===== src/rtl/sipo_10bit_aligner.sv =====
// Serial-to-parallel 10-bit word aligner: locks word phase on the K28.5 comma and
// re-aligns after a run of commas seen at the wrong bit offset.
module sipo_10bit_aligner #(
    parameter logic [9:0]  COMMA_P      = 10'h17C,
    parameter logic [9:0]  COMMA_N      = 10'h283,
    parameter int unsigned MISALIGN_MAX = 3
) (
    input  logic       clk,
    input  logic       rst,
    input  logic       ser_in,
    input  logic       ser_valid,
    output logic [9:0] par_out,
    output logic       par_valid,
    output logic       comma_det,
    output logic       locked,
    output logic       realign
);

    typedef enum logic {
        HUNT   = 1'b0,
        LOCKED = 1'b1
    } state_t;

    localparam logic [3:0] MIS_MAX = 4'(MISALIGN_MAX);

    state_t     state_q, state_d;
    logic [9:0] win_q, win_d;
    logic [3:0] fill_cnt_q, fill_cnt_d;
    logic [3:0] bit_cnt_q, bit_cnt_d;
    logic [3:0] misalign_cnt_q, misalign_cnt_d;
    logic [9:0] par_out_q, par_out_d;
    logic       par_valid_q, par_valid_d;
    logic       comma_det_q, comma_det_d;
    logic       locked_q, locked_d;
    logic       realign_q, realign_d;

    logic [9:0] nw;
    logic [3:0] mis_inc;
    logic       match;
    logic       emit;

    always_comb begin
        nw      = {ser_in, win_q[9:1]};
        // fill_cnt >= 9 guarantees nw holds ten genuinely received bits
        match   = ((nw == COMMA_P) || (nw == COMMA_N)) && (fill_cnt_q >= 4'd9);
        mis_inc = misalign_cnt_q + 4'd1;
        emit    = 1'b0;

        state_d        = state_q;
        win_d          = win_q;
        fill_cnt_d     = fill_cnt_q;
        bit_cnt_d      = bit_cnt_q;
        misalign_cnt_d = misalign_cnt_q;
        par_out_d      = par_out_q;
        par_valid_d    = 1'b0;
        comma_det_d    = 1'b0;
        locked_d       = locked_q;
        realign_d      = 1'b0;

        if (ser_valid) begin
            win_d = nw;
            if (fill_cnt_q != 4'd10) begin
                fill_cnt_d = fill_cnt_q + 4'd1;
            end

            case (state_q)
                HUNT: begin
                    if (match) begin
                        emit           = 1'b1;
                        bit_cnt_d      = 4'd0;
                        misalign_cnt_d = 4'd0;
                        state_d        = LOCKED;
                        locked_d       = 1'b1;
                    end
                end
                LOCKED: begin
                    if (bit_cnt_q == 4'd9) begin
                        emit      = 1'b1;
                        bit_cnt_d = 4'd0;
                        if (match) begin
                            misalign_cnt_d = 4'd0;
                        end
                    end else if (match) begin
                        if (mis_inc == MIS_MAX) begin
                            emit           = 1'b1;
                            realign_d      = 1'b1;
                            bit_cnt_d      = 4'd0;
                            misalign_cnt_d = 4'd0;
                        end else begin
                            misalign_cnt_d = mis_inc;
                            bit_cnt_d      = bit_cnt_q + 4'd1;
                        end
                    end else begin
                        bit_cnt_d = bit_cnt_q + 4'd1;
                    end
                end
                default: state_d = HUNT;
            endcase
        end

        if (emit) begin
            par_out_d   = nw;
            par_valid_d = 1'b1;
            comma_det_d = match;
        end
    end

    always_ff @(posedge clk) begin
        if (rst) begin
            state_q        <= HUNT;
            win_q          <= '0;
            fill_cnt_q     <= '0;
            bit_cnt_q      <= '0;
            misalign_cnt_q <= '0;
            par_out_q      <= '0;
            par_valid_q    <= 1'b0;
            comma_det_q    <= 1'b0;
            locked_q       <= 1'b0;
            realign_q      <= 1'b0;
        end else begin
            state_q        <= state_d;
            win_q          <= win_d;
            fill_cnt_q     <= fill_cnt_d;
            bit_cnt_q      <= bit_cnt_d;
            misalign_cnt_q <= misalign_cnt_d;
            par_out_q      <= par_out_d;
            par_valid_q    <= par_valid_d;
            comma_det_q    <= comma_det_d;
            locked_q       <= locked_d;
            realign_q      <= realign_d;
        end
    end

    assign par_out   = par_out_q;
    assign par_valid = par_valid_q;
    assign comma_det = comma_det_q;
    assign locked    = locked_q;
    assign realign   = realign_q;

endmodule


===== config.mk =====
export PLATFORM = sky130hd
export DESIGN_NAME = sipo_10bit_aligner
export DESIGN_NICKNAME = d
export VERILOG_FILES = /design/src/rtl/sipo_10bit_aligner.sv
export SDC_FILE = /design/constraint.sdc
export NUM_CORES = 1
export LEC_CHECK = 0
export ABC_AREA = 1
export CAP_MARGIN = 20
export CELL_PAD_IN_SITES_DETAIL_PLACEMENT = 2
export CELL_PAD_IN_SITES_GLOBAL_PLACEMENT = 2
export CORE_AREA = 4 4 79 81
export CTS_CLUSTER_DIAMETER = 30
export DETAILED_ROUTE_END_ITERATION = 8
export DIE_AREA = 0 0 83 85
export PLACE_DENSITY_LB_ADDON = 0.1
export SETUP_SLACK_MARGIN = 0.02
export SKIP_CTS_REPAIR_TIMING = 1
export SLEW_MARGIN = 20
export SYNTH_ARGS = -nofsm -noshare
export SYNTH_HDL_FRONTEND = slang
export SYNTH_SLANG_ARGS = --single-unit

===== constraint.sdc =====
create_clock -name clk -period 2 [get_ports clk]
set_clock_uncertainty 0.1 [all_clocks]
set_input_delay 0.3 -clock clk [delete_from_list [all_inputs] [get_ports clk]]
set_output_delay 0.3 -clock clk [all_outputs]
set_load 0.01 [all_outputs]

==> results of run 1 <==
## power breakdown
| part | total (W) | switching (W) | internal, W |
|---|---|---|---|
| clock network | 0.000544 | 0.000269 | 0.000275 |
| registers | 0.000749 | 0.0000170 | 0.000732 |
| logic | 0.0000869 | 0.0000586 | 0.0000283 |
## cell type report
type | instances | share of cell area (%)
clock buffers | 6 | 3.89
clock inverters | 2 | 0.472
inverters | 28 | 4.95
multi-input cells | 151 | 41.9
flip-flops and latches | 36 | 34.1
well taps | 72 | 4.25
repair buffers | 24 | 10.5
## critical path, cell delays in order (launching register included)
cell and delay (ns):
dfxtp_1 0.34, ha_1 0.24, xnor2_2 0.19, nand2_1 0.11
nor2_2 0.15, nand3_2 0.14, nand2_4 0.10, nand2_4 0.15
nand3_1 0.13, nand2_1 0.07
## per-stage QoR
step / setup WS [ns] / power, W / area (µm²) / utilization (%) / instances
floorplan: 0.381 / 0.000821 / 1770 / - / 224
global placement: 0.0626 / 0.000844 / 2020 / 36.9 / 311
detailed placement: -0.0223 / 0.000853 / 2020 / 36.9 / 311
CTS: 0.0631 / 0.00140 / 2110 / 38.5 / 319
global route: 0.00570 / 0.00145 / 2120 / 38.8 / 319
finish: 0.158 / 0.00138 / 2120 / 38.8 / 319
## worst min path at each step
| stage | from | endpoint | slack [ns] |
|---|---|---|---|
| 4_1_cts | par_out[2]$_SDFFE_PP0P_ | par_out[2]$_SDFFE_PP0P_ | 0.37 |
| 6_report | par_out[2]$_SDFFE_PP0P_ | par_out[2]$_SDFFE_PP0P_ | 0.36 |
| 5_1_grt | par_out[2]$_SDFFE_PP0P_ | par_out[2]$_SDFFE_PP0P_ | 0.39 |
| 2_1_floorplan | ser_in | par_out[9]$_SDFFE_PP0P_ | 0.35 |
| 3_3_place_gp | locked$_SDFFE_PP0P_ | locked$_SDFFE_PP0P_ | 0.35 |
| 3_5_place_dp | par_out[2]$_SDFFE_PP0P_ | par_out[2]$_SDFFE_PP0P_ | 0.36 |
## cell families (layout without fill, tap and decap cells)
kind of cell	after synthesis	in the layout	synth area share, %
fa+ha+maj	8	8	5.67
flops	36	36	40.8
compound gates	37	37	11.5
simple gates	104	104	31.5
xor+xnor	2	2	0.992
buf+inv	37	60	9.49
## state kept, by name, indices dropped and copies added (netlist names)
register	cells
comma_det	1
realign	1
par_valid	1
fill_cnt_q	4
misalign_cnt_q	4
state_q	1
bit_cnt_q	4
locked	1
par_out	10
win_q	9
## cell usage in the layout, fill, tap and decap left out, types with 2 or more instances in the layout
cell              n
buf_4             7
nor2_2            4
nor2_1           18
nand3_1          14
dfxtp_2           2
a21oi_1          17
ha_1              8
nor3_1            2
clkdlybuf4s50_1  17
nand4_1          11
inv_1            27
dfxtp_1          34
nand3_2          11
o21ai_0          17
nand2_4           3
nand2_2           3
clkinv_2          2
nand2_1          37
clkbuf_8          6
## metal layers
layer,routed length (µm),share of wire (%),global-route usage (%)
met5,0,0,0
met4,77,1.6,4.75
met3,153,3.2,4.17
met2,2490,52,26.3
met1,2110,44,17.6
==> results.md, run 1 <==
- Status: completed
- # nets final: 258
- H-tree Lvls: 2
- Worst-Margin Slew: 0.401 ns
- FF/Latch Area: 723 µm²
- Fmax: 0.543 GHz
- WP data required: 2.08 ns
- Post-synth cell types: 24
- Multi-input logic area: 888 µm²
- CTS Buf Count: 5
- Number of diodes: 0
- Die height: 85 µm
- CP Capture Type: register
- VDD IR max: 212 µV
- Setup TNS: 0 ns
- Max-slew headroom: 73.2%
- First-pass GRT wire length: 8600 µm
- Routability cong.: 0.819
- Starting density of the core: 32.3%
- Std cell rows: 27
- Max-Cap Viols: 0
- Initial antenna violation count: 0
- Crit share post-route: 92.1%
- # port buffers: 17
- CTS root buffer: clkbuf_8
- Buffer depth of the longest clock path: 2
- Placeable Area: 5470 µm²
- Synth top cells by count: 38 x nand2_1, 36 x dfxtp_1, 27 x inv_1
- Critical R2R Launch: misalign_cnt_q[0]$_SDFFE_PP0P_
- Crit path launch: misalign_cnt_q[0]$_SDFFE_PP0P_
- Post-synth top area cell: dfxtp_1
- Final setup vio count: 0
- Hold crit path type: register to register
- Synth Register Bits: 36
- End of the critical path: par_out[0]$_SDFFE_PP0P_
- Largest net degree at the start of global routing: 38
- Fill cell total of the finished layout: 648
- Yosys top cell area share: 40.8%
- R2R depth: 9
- Hold path depth: 2
- Overflow left after global routing: 0
- Hold Violations, Final: 0
- Ys flop type: dfxtp_1
- Top post-synthesis cells by area: dfxtp_1 41%, nand2_1 8.1%, nand3_2 6.2%
- Drt total wl: 4830 µm
- Syn Std Cell Area: 1770 µm²
- CTS clk-pin slew, worst paths: 0.08 ns
- Number of global-route vias before repair: 1768
- Die Wd: 83 µm
- 1st-pass router iterations: 4
- Drt wl/cell: 15.1 µm
- Via Count: 1592
- Slew Viols, Final: 0
- Gr usage total: 15.0%
- IO Pins: 18
- Cells after Synth: 224
- Synth warn: 0
- Top-count cell post-synth: nand2_1
- Area Overhead vs Synth: 20.1%
- Mapped Nets: 236
- Critical Path AT: 1.92 ns
- Reg2reg end: par_out[0]$_SDFFE_PP0P_
- Crit path kind: register to register
- Clock Latency Late Sink: 0.29 ns
- Worst hold slack: 0.365 ns
- CP max FO: 13
- Die area: 7060 µm²
- Number of flops mapped to enable cells by yosys: 0
- RSZ-0062 raised after global routing: true
- Worst setup SP type: register
- R2R Setup Slk: 0.16 ns
- Period minus WS final: 1.84 ns
- TritonCTS clock tree: yes
- Layout cells sized above 1: 16.6%
- Post-route antenna net violation count: 0
- Avg Cell Area, Syn: 7.89 µm²
- Leakage power: 0.880 nW
- Register area share after synthesis: 40.8%
- P per Cell Area: 650 nW/µm²
- Drc violations: 0
- CTS Sinks: 36
- Detailed Place HPWL: 3700 µm
- Async S/R FF share, synth: 0%
- Drt first-iter violations: 55
- Vias/cell: 4.99
Note: power is estimated with default switching activity, not from simulation.
==> run 2, diff against run 1 <==
--- a/config.mk
+++ b/config.mk
@@ -6,7 +6,7 @@
 export NUM_CORES = 1
 export LEC_CHECK = 0
 export ABC_AREA = 1
-export CAP_MARGIN = 20
+export CAP_MARGIN = 25
 export CELL_PAD_IN_SITES_DETAIL_PLACEMENT = 2
 export CELL_PAD_IN_SITES_GLOBAL_PLACEMENT = 2
 export CORE_AREA = 4 4 79 81
==> results of run 2 <==
The final DEF is identical to that of run 1; final timing and power are the same.
